## src/rtl/truth_table_sweep_if.sv

```systemverilog
// Sweep controller bundle: start/response inputs, vector drive, status and result outputs.
// maxterms exists only when TT_SWEEP_MAXTERM_EN is defined.
interface truth_table_sweep_if;
    logic        start;
    logic        a;
    logic        b;
    logic        c;
    logic        d;
    logic [3:0]  s_in;
    logic        busy;
    logic        done;
    logic [15:0] minterms;
    logic        mismatch;
    logic [3:0]  mismatch_idx;
`ifdef TT_SWEEP_MAXTERM_EN
    logic [15:0] maxterms;
`endif

`ifdef TT_SWEEP_MAXTERM_EN
    modport master (
        output start, s_in,
        input  a, b, c, d, busy, done, minterms, mismatch, mismatch_idx, maxterms
    );
    modport slave (
        input  start, s_in,
        output a, b, c, d, busy, done, minterms, mismatch, mismatch_idx, maxterms
    );
`else
    modport master (
        output start, s_in,
        input  a, b, c, d, busy, done, minterms, mismatch, mismatch_idx
    );
    modport slave (
        input  start, s_in,
        output a, b, c, d, busy, done, minterms, mismatch, mismatch_idx
    );
`endif
endinterface

```

## src/rtl/truth_table_sweep.sv

```systemverilog
// Walks all 16 {a,b,c,d} vectors (settle cycle + sample cycle each), records SoP canonical response
// and flags the first vector where the four implementations disagree. Optional maxterms: TT_SWEEP_MAXTERM_EN.
module truth_table_sweep (
    input  logic                 clk,
    input  logic                 reset,
    truth_table_sweep_if.slave   bus
);
    typedef enum logic [1:0] {IDLE, DRIVE, SAMPLE, DONE} state_t;

    state_t      state_q;
    logic [3:0]  idx_q;
    logic [3:0]  idx_d;
    logic [3:0]  vec_q;
    logic        busy_q;
    logic        done_q;
    logic [15:0] minterms_q;
    logic        mismatch_q;
    logic [3:0]  mismatch_idx_q;
    logic        vec_mis_d;
`ifdef TT_SWEEP_MAXTERM_EN
    logic [15:0] maxterms_q;
`endif

    always_comb begin
        idx_d     = idx_q + 4'd1;
        // The four implementations agree only if the response is all-zero or all-one.
        vec_mis_d = (bus.s_in != 4'h0) && (bus.s_in != 4'hF);
    end

    always_ff @(posedge clk) begin
        if (reset) begin
            state_q        <= IDLE;
            idx_q          <= 4'd0;
            vec_q          <= 4'd0;
            busy_q         <= 1'b0;
            done_q         <= 1'b0;
            minterms_q     <= 16'h0000;
            mismatch_q     <= 1'b0;
            mismatch_idx_q <= 4'd0;
`ifdef TT_SWEEP_MAXTERM_EN
            maxterms_q     <= 16'h0000;
`endif
        end else begin
            done_q <= 1'b0;
            case (state_q)
                IDLE: begin
                    if (bus.start) begin
                        state_q        <= DRIVE;
                        idx_q          <= 4'd0;
                        vec_q          <= 4'd0;
                        busy_q         <= 1'b1;
                        minterms_q     <= 16'h0000;
                        mismatch_q     <= 1'b0;
                        mismatch_idx_q <= 4'd0;
`ifdef TT_SWEEP_MAXTERM_EN
                        maxterms_q     <= 16'h0000;
`endif
                    end
                end
                DRIVE: begin
                    state_q <= SAMPLE;
                end
                SAMPLE: begin
                    minterms_q[idx_q] <= bus.s_in[0];
`ifdef TT_SWEEP_MAXTERM_EN
                    maxterms_q[idx_q] <= ~bus.s_in[2];
`endif
                    if (vec_mis_d && !mismatch_q) begin
                        mismatch_q     <= 1'b1;
                        mismatch_idx_q <= idx_q;
                    end
                    // Last vector ends the sweep rather than letting the index wrap.
                    if (idx_q == 4'hF) begin
                        state_q <= DONE;
                        busy_q  <= 1'b0;
                        done_q  <= 1'b1;
                        vec_q   <= 4'd0;
                    end else begin
                        state_q <= DRIVE;
                        idx_q   <= idx_d;
                        vec_q   <= idx_d;
                    end
                end
                DONE: begin
                    state_q <= IDLE;
                end
                default: begin
                    state_q <= IDLE;
                end
            endcase
        end
    end

    assign {bus.a, bus.b, bus.c, bus.d} = vec_q;
    assign bus.busy         = busy_q;
    assign bus.done         = done_q;
    assign bus.minterms     = minterms_q;
    assign bus.mismatch     = mismatch_q;
    assign bus.mismatch_idx = mismatch_idx_q;
`ifdef TT_SWEEP_MAXTERM_EN
    assign bus.maxterms     = maxterms_q;
`endif
endmodule

```

## src/flat_wrapper.sv

```systemverilog
// flat-port wrapper written by rule: the top's interface ports become plain ports
module truth_table_sweep_flat 
  (clk, reset, bus_start, bus_s_in, bus_a, bus_b, bus_c, bus_d, bus_busy, bus_done, bus_minterms, bus_mismatch, bus_mismatch_idx);
  truth_table_sweep_if bus_i ();
  input  logic clk;
  input  logic reset;
  input wire logic [$bits(bus_i.start)-1:0] bus_start;
  input wire logic [$bits(bus_i.s_in)-1:0] bus_s_in;
  output wire logic [$bits(bus_i.a)-1:0] bus_a;
  output wire logic [$bits(bus_i.b)-1:0] bus_b;
  output wire logic [$bits(bus_i.c)-1:0] bus_c;
  output wire logic [$bits(bus_i.d)-1:0] bus_d;
  output wire logic [$bits(bus_i.busy)-1:0] bus_busy;
  output wire logic [$bits(bus_i.done)-1:0] bus_done;
  output wire logic [$bits(bus_i.minterms)-1:0] bus_minterms;
  output wire logic [$bits(bus_i.mismatch)-1:0] bus_mismatch;
  output wire logic [$bits(bus_i.mismatch_idx)-1:0] bus_mismatch_idx;
  assign bus_i.start = bus_start;
  assign bus_i.s_in = bus_s_in;
  assign bus_a = bus_i.a;
  assign bus_b = bus_i.b;
  assign bus_c = bus_i.c;
  assign bus_d = bus_i.d;
  assign bus_busy = bus_i.busy;
  assign bus_done = bus_i.done;
  assign bus_minterms = bus_i.minterms;
  assign bus_mismatch = bus_i.mismatch;
  assign bus_mismatch_idx = bus_i.mismatch_idx;
  truth_table_sweep u_core (.clk(clk), .reset(reset), .bus(bus_i));
endmodule
```

## config.mk

```make
export PLATFORM = sky130hd
export DESIGN_NAME = truth_table_sweep_flat
export DESIGN_NICKNAME = d
export VERILOG_FILES = /design/src/rtl/truth_table_sweep_if.sv /design/src/rtl/truth_table_sweep.sv /design/src/flat_wrapper.sv
export SDC_FILE = /design/constraint.sdc
export NUM_CORES = 1
export LEC_CHECK = 0
export ABC_AREA = 1
export ABC_CLOCK_PERIOD_IN_PS = 1440
export CAP_MARGIN = 20
export CORE_MARGIN = 10
export CORE_UTILIZATION = 45
export CTS_CLUSTER_DIAMETER = 200
export DETAILED_ROUTE_END_ITERATION = 10
export PLACE_DENSITY = 0.72
export SLEW_MARGIN = 20
export SYNTH_ARGS = -nofsm -noshare
export SYNTH_HDL_FRONTEND = slang
export SYNTH_SLANG_ARGS = --single-unit
export TNS_END_PERCENT = 50
```

## constraint.sdc

```tcl
create_clock -name clk -period 1.44 [get_ports clk]
set_input_delay 0.288 -clock clk [delete_from_list [all_inputs] [get_ports clk]]
set_output_delay 0.288 -clock clk [all_outputs]
set_load 0.02 [all_outputs]
```

* After elaboration in Yosys (flattened, before gate mapping)
Index checks and enable logic that the tools add are counted.
** Word-level totals
- Register bits :: 33
- Logic and storage cells :: 55
** Cells by class
- Add/sub/neg operators :: 1
- Order comparisons :: 2
- Eq/ne operators :: 9
- Multiplexer cells :: 22
- Bitwise logic cells :: 1
- Reduce and logical (&&, ||, !) cells :: 12
** Operator list (count)
- one-hot mux 16 bit (2 select lines) :: 1
- one-hot mux 4 bit (2 select lines) :: 3
- bitwise mux 16 bit :: 1
- 2-to-1 mux 16 bit :: 1
- 2-to-1 mux 4 bit :: 4
- AND reduction 3 bit :: 3
- one-hot mux 2 bit (4 select lines) :: 1
- 2-to-1 mux 1 bit :: 6
- < comparator 4 x 5 -> 1 bit, second input constant :: 1
- adder 4 x 1 -> 4 bit, second input constant :: 1
- demux 1 bit (select 4 bit) :: 1
- equality test 2 bit, second input constant :: 2
- equality test 4 bit, second input constant :: 1
- greater-or-equal comparator 4 x 1 -> 1 bit, second input constant :: 1
- 2-to-1 mux 2 bit :: 2
- inequality test 2 x 1 -> 1 bit, second input constant :: 2
- inequality test 2 bit, second input constant :: 2
- inequality test 4 bit, second input constant :: 1
- one-hot mux 1 bit (2 select lines) :: 2
- nonzero test 4 bit :: 1
- logical AND 1 bit :: 3
- equality test 2 x 1 -> 1 bit, second input constant :: 1
- logical NOT 2 bit :: 1
- AND reduction 2 bit :: 1
- other kinds (4) :: 4

* Depth between registers and ports, before layout
- Depth after elaboration :: 6
- Gate-level depth with buffers :: 8

* Worst setup path before layout
Ideal clock, no wire load.
- Path type :: reg2reg
- From :: register u_core.idx_q[0]
- To :: register u_core.minterms_q[0], in the netlist u_core.bus.minterms[0]
- Library setup time :: 0.070 ns
- Arrival time :: 1.120 ns
- Path slack :: 0.250 ns
- Stages on the path, launching flop included :: 8
- Path buffers :: 0
- Clock period less this slack :: 1.190 ns
- Cell sequence :: dfxtp_1 > inv_1 > ha_1 > inv_1 > nor2_1 > o21ai_0 > nand2_1 > a21oi_1
** On the way
- Longest elaborated chain between the ends :: 6
- Elaborated cells between the ends (all ways) :: 7
- Classes of those cells :: order compare: 2; mux: 4; reduce/logical: 1
** Ends and longest elaborated chain
- start, declared :: line truth_table_sweep.sv:11 : logic [3:0] idx_q;
- start signal, assigned :: line truth_table_sweep.sv:80 : idx_q <= idx_d;
- < comparator 4 x 5 -> 1 bit (not written as such) or greater-or-equal comparator 4 x 1 -> 1 bit (tied branches) :: line truth_table_sweep.sv:64 : minterms_q[idx_q] <= bus.s_in[0];
- logical AND 1 bit (not written as such) :: line truth_table_sweep.sv:64
- 2-to-1 mux 1 bit (not written as such) :: line truth_table_sweep.sv:64
- demux 1 bit (select 4 bit) (*)
- bitwise mux 16 bit (*) :: line truth_table_sweep.sv:64
- one-hot mux 16 bit (2 select lines) (*) :: line truth_table_sweep.sv:45 : case (state_q)
- end signal, assigned by index :: line truth_table_sweep.sv:64
- end, declared :: line truth_table_sweep.sv:16 : logic [15:0] minterms_q;
Every way passes the cells marked *; elsewhere a longest branch is shown, timed or not.
A chain may end at the register's enable or synchronous reset.

* Worst setup path in the final report
- From :: register u_core.mismatch_q, in the netlist u_core.bus.mismatch
- To :: output bus_mismatch
** RTL lines
- start, declared :: line truth_table_sweep.sv:17 : logic mismatch_q;
- start signal, assigned :: line truth_table_sweep.sv:38 : mismatch_q <= 1'b0;
- start signal, assigned :: line truth_table_sweep.sv:53 : mismatch_q <= 1'b0;
- start signal, assigned :: line truth_table_sweep.sv:69 : mismatch_q <= 1'b1;
- end, declared :: line flat_wrapper.sv:16 : output wire logic [$bits(bus_i.mismatch)-1:0] bus_mismatch;
No word-level cell between the ends.

==> results.json <==
{
  "synth-seq-cells": 33,
  "area.growth.synth_to_final_pct": 28.9,
  "vias": 1450,
  "clockBufferDepth": 2,
  "synth_cell_types": 22,
  "dp_cells": 292,
  "syn_area_sq_um": 1540,
  "grt_pass1_wl_mm": 6.07,
  "grt_pass1_vias": 1392,
  "drv_slew": 0,
  "yosysSeqAreaShare": 0.429,
  "cpPeakStageDelay_ns": 0.35,
  "start_util": 0.465,
  "drtIter0Drc": 103,
  "die_w_um": 78.5,
  "async_reset_ff_frac": 0,
  "cts_made_buffers": 5,
  "coreArea_sq_um": 3310,
  "finalCritPeriodShare": 0.914,
  "avgSynthCellArea_sq_um": 7.23,
  "pin_count": 34,
  "endpoint_kind": "output port",
  "syn-instance-count": 213,
  "place_hpwl_mm": 2.64,
  "grt_max_degree": 18,
  "slowest_stage": "dfxtp_1",
  "yosys_warnings": 0,
  "tns_ns": 0,
  "postCtsSetupRepairBufs": 0,
  "grt_overflow": 0,
  "routedWlPerCell_um": 11.6,
  "fin_skew_ns": 0.00513,
  "ant_nets": 0,
  "synthTopCellsByCount": "nand2_1 (69), dfxtp_1 (33), a21oi_1 (29)",
  "tritoncts": "yes",
  "p_leak_nw": 0.898,
  "postSynthNetCount": 224,
  "timing.hold.ws_ns": 0.464,
  "status": "complete, no violations",
  "powerDensity_nw_per_um2": 831,
  "clockRootBuffer": "clkbuf_4",
  "cp_max_fo": 3,
  "yosys_most_used_dff": "dfxtp_1",
  "maxSlewHeadroom": 0.852,
  "io_buffer_count": 33,
  "nets": 264,
  "crit_family": "flip-flops",
  "die_area_sq_um": 6160,
  "die_y_um": 78.5,
  "grt_usage": 0.116,
  "synth_top_area_cell": "dfxtp_1",
  "wl_mm": 3.48,
  "synth.most_common_cell": "nand2_1",
  "synthTopCellsByArea": "dfxtp_1 (43%), nand2_1 (17%), a21oi_1 (9.4%)",
  "critical_path_required_ns": 1.15,
  "synth_edf_count": 0,
  "fin_crit_ns": 1.32,
  "antenna_found_initial": 0,
  "cp_cell_sequence": "dlygate4sd2_1",
  "worstSetupPathType": "reg2out",
  "fmax_ghz": 0.760,
  "pre_cts_slack_ns": -0.0905,
  "drive_above_1_share": 0.115,
  "vdd_drop_max_mv": 0.606,
  "antennaDiodeCount": 0,
  "rows": 21,
  "worstHoldPathType": "reg2reg",
  "path_clk_slew_ns": 0.09,
  "clock_latency_ns": 0.33,
  "yosysTopAreaCellShare": 0.429,
  "drtPass1Iterations": 4,
  "arrival_ns": 1.03,
  "critical_path_buf_inv_count": 1,
  "drc_errors": 0,
  "viasPerCell": 4.85,
  "cp-start-kind": "flip-flop",
  "setup_violations": 0,
  "maxCapViolations": 0,
  "final_cells": 299,
  "tightest_slew_ns": 0.221,
  "hold_viol": 0,
  "htreeDepth": 2,
  "cts_sinks": 33,
  "place_congestion": 0.837,
  "fin_ws_ns": 0.124,
  "rsz0062_at_grt": "false"
}
[per-stage QoR]
stage	total power [mW]	utilization	cell area, sq um
after global routing	1.73	0.600	1990
after floorplan	1.09	-	1540
after CTS	1.67	0.597	1980
after detailed placement	1.15	0.591	1960
final	1.65	0.600	1990
after global placement	1.16	0.591	1960
[metal layers]
layer | vias to the layer above | global-route usage | wire, um
li1 | 774 | - | -
met1 | 636 | 0.138 | 1680
met2 | 32 | 0.178 | 1540
met3 | 8 | 0.0421 | 193
met4 | 0 | 0.0663 | 66
met5 | - | 0 | 0
[power breakdown]
| part | leakage [nW] | switching (mW) | internal, mW |
|---|---|---|---|
| Combinational | 0.599 | 0.118 | 0.0770 |
| Sequential | 0.268 | 0.0108 | 0.924 |
| Clock | 0.0314 | 0.290 | 0.230 |
[registers in the layout (all words and copies together), names as in the netlist]
| register | cells |
|---|---|
| u_core.idx_q | 4 |
| u_core.state_q | 2 |
| u_core.bus.minterms | 16 |
| u_core.vec_q | 4 |
| u_core.bus.mismatch_idx | 4 |
| u_core.bus.done | 1 |
| u_core.bus.busy | 1 |
| u_core.bus.mismatch | 1 |
[repair_timing]
action / 4_1_cts / 5_1_grt
setup endpoints to repair: 27 / 12
endpoints found under the hold margin: 0 / 0
pin swaps: 0 / 0
hold buffers: 0 / 0
resized for setup: 27 / 5
[cell usage in the layout (no fill, tap or decap)]
cell	instances
ha_2	2
ha_1	2
nand2_1	69
dfxtp_1	30
a21oi_1	29
or2_1	1
inv_4	1
clkdlybuf4s50_1	6
buf_4	8
nand2_4	1
nand3_1	18
clkbuf_8	1
buf_12	1
inv_2	4
clkbuf_4	5
dlygate4sd2_1	27
o21ai_0	8
inv_1	14
o22ai_1	1
o21ai_1	1
nand3_2	1
nand4_1	7
nor2_1	8
xor2_1	1
clkbuf_1	1
nor2_8	2
dfxtp_2	3
o31ai_1	1
[cells by family (layout without fill, tap and decap cells)]
family,count (synthesis),in the layout,share of synthesized area
DFF,33,33,0.429
xor gates and xnor gates,1,1,0.00569
and+or+nand+nor,107,107,0.318
adders and majority gates,4,4,0.0325
AOI/OAI and AO/OA,40,40,0.132
buffers and inverters,28,68,0.0820
[worst register-to-register path, stage by stage, from the launching register on]
cell and delay (ns):
dfxtp_2 0.37, inv_2 0.07, nor2_8 0.15, buf_4 0.20
nand2_1 0.09, inv_1 0.10, nand2_1 0.08, a21oi_1 0.15
[path summary, 6_finish.rpt]
check / start / end / slack (ns) / depth (start not counted)
worst max register to register: u_core.state_q[1] / u_core.idx_q[1] / 0.15 / 7
worst min register to register: u_core.bus.minterms[10] / u_core.bus.minterms[10] / 0.46 / 2
worst max-delay path: u_core.bus.mismatch / bus_mismatch / 0.12 / 1
worst min-delay path: u_core.bus.minterms[10] / u_core.bus.minterms[10] / 0.46 / 2
[area by class of cell]
| class | count | area [sq um] |
|---|---|---|
| Clock buffer | 7 | 55.1 |
| Fill cell | 337 | 1330 |
| Inverter | 19 | 73.8 |
| Multi-Input combinational cell | 152 | 758 |
| Sequential cell | 33 | 664 |
| Tap cell | 46 | 57.6 |
| Timing Repair Buffer | 42 | 377 |
No activity file was read; power rests on OpenSTA's default activity.
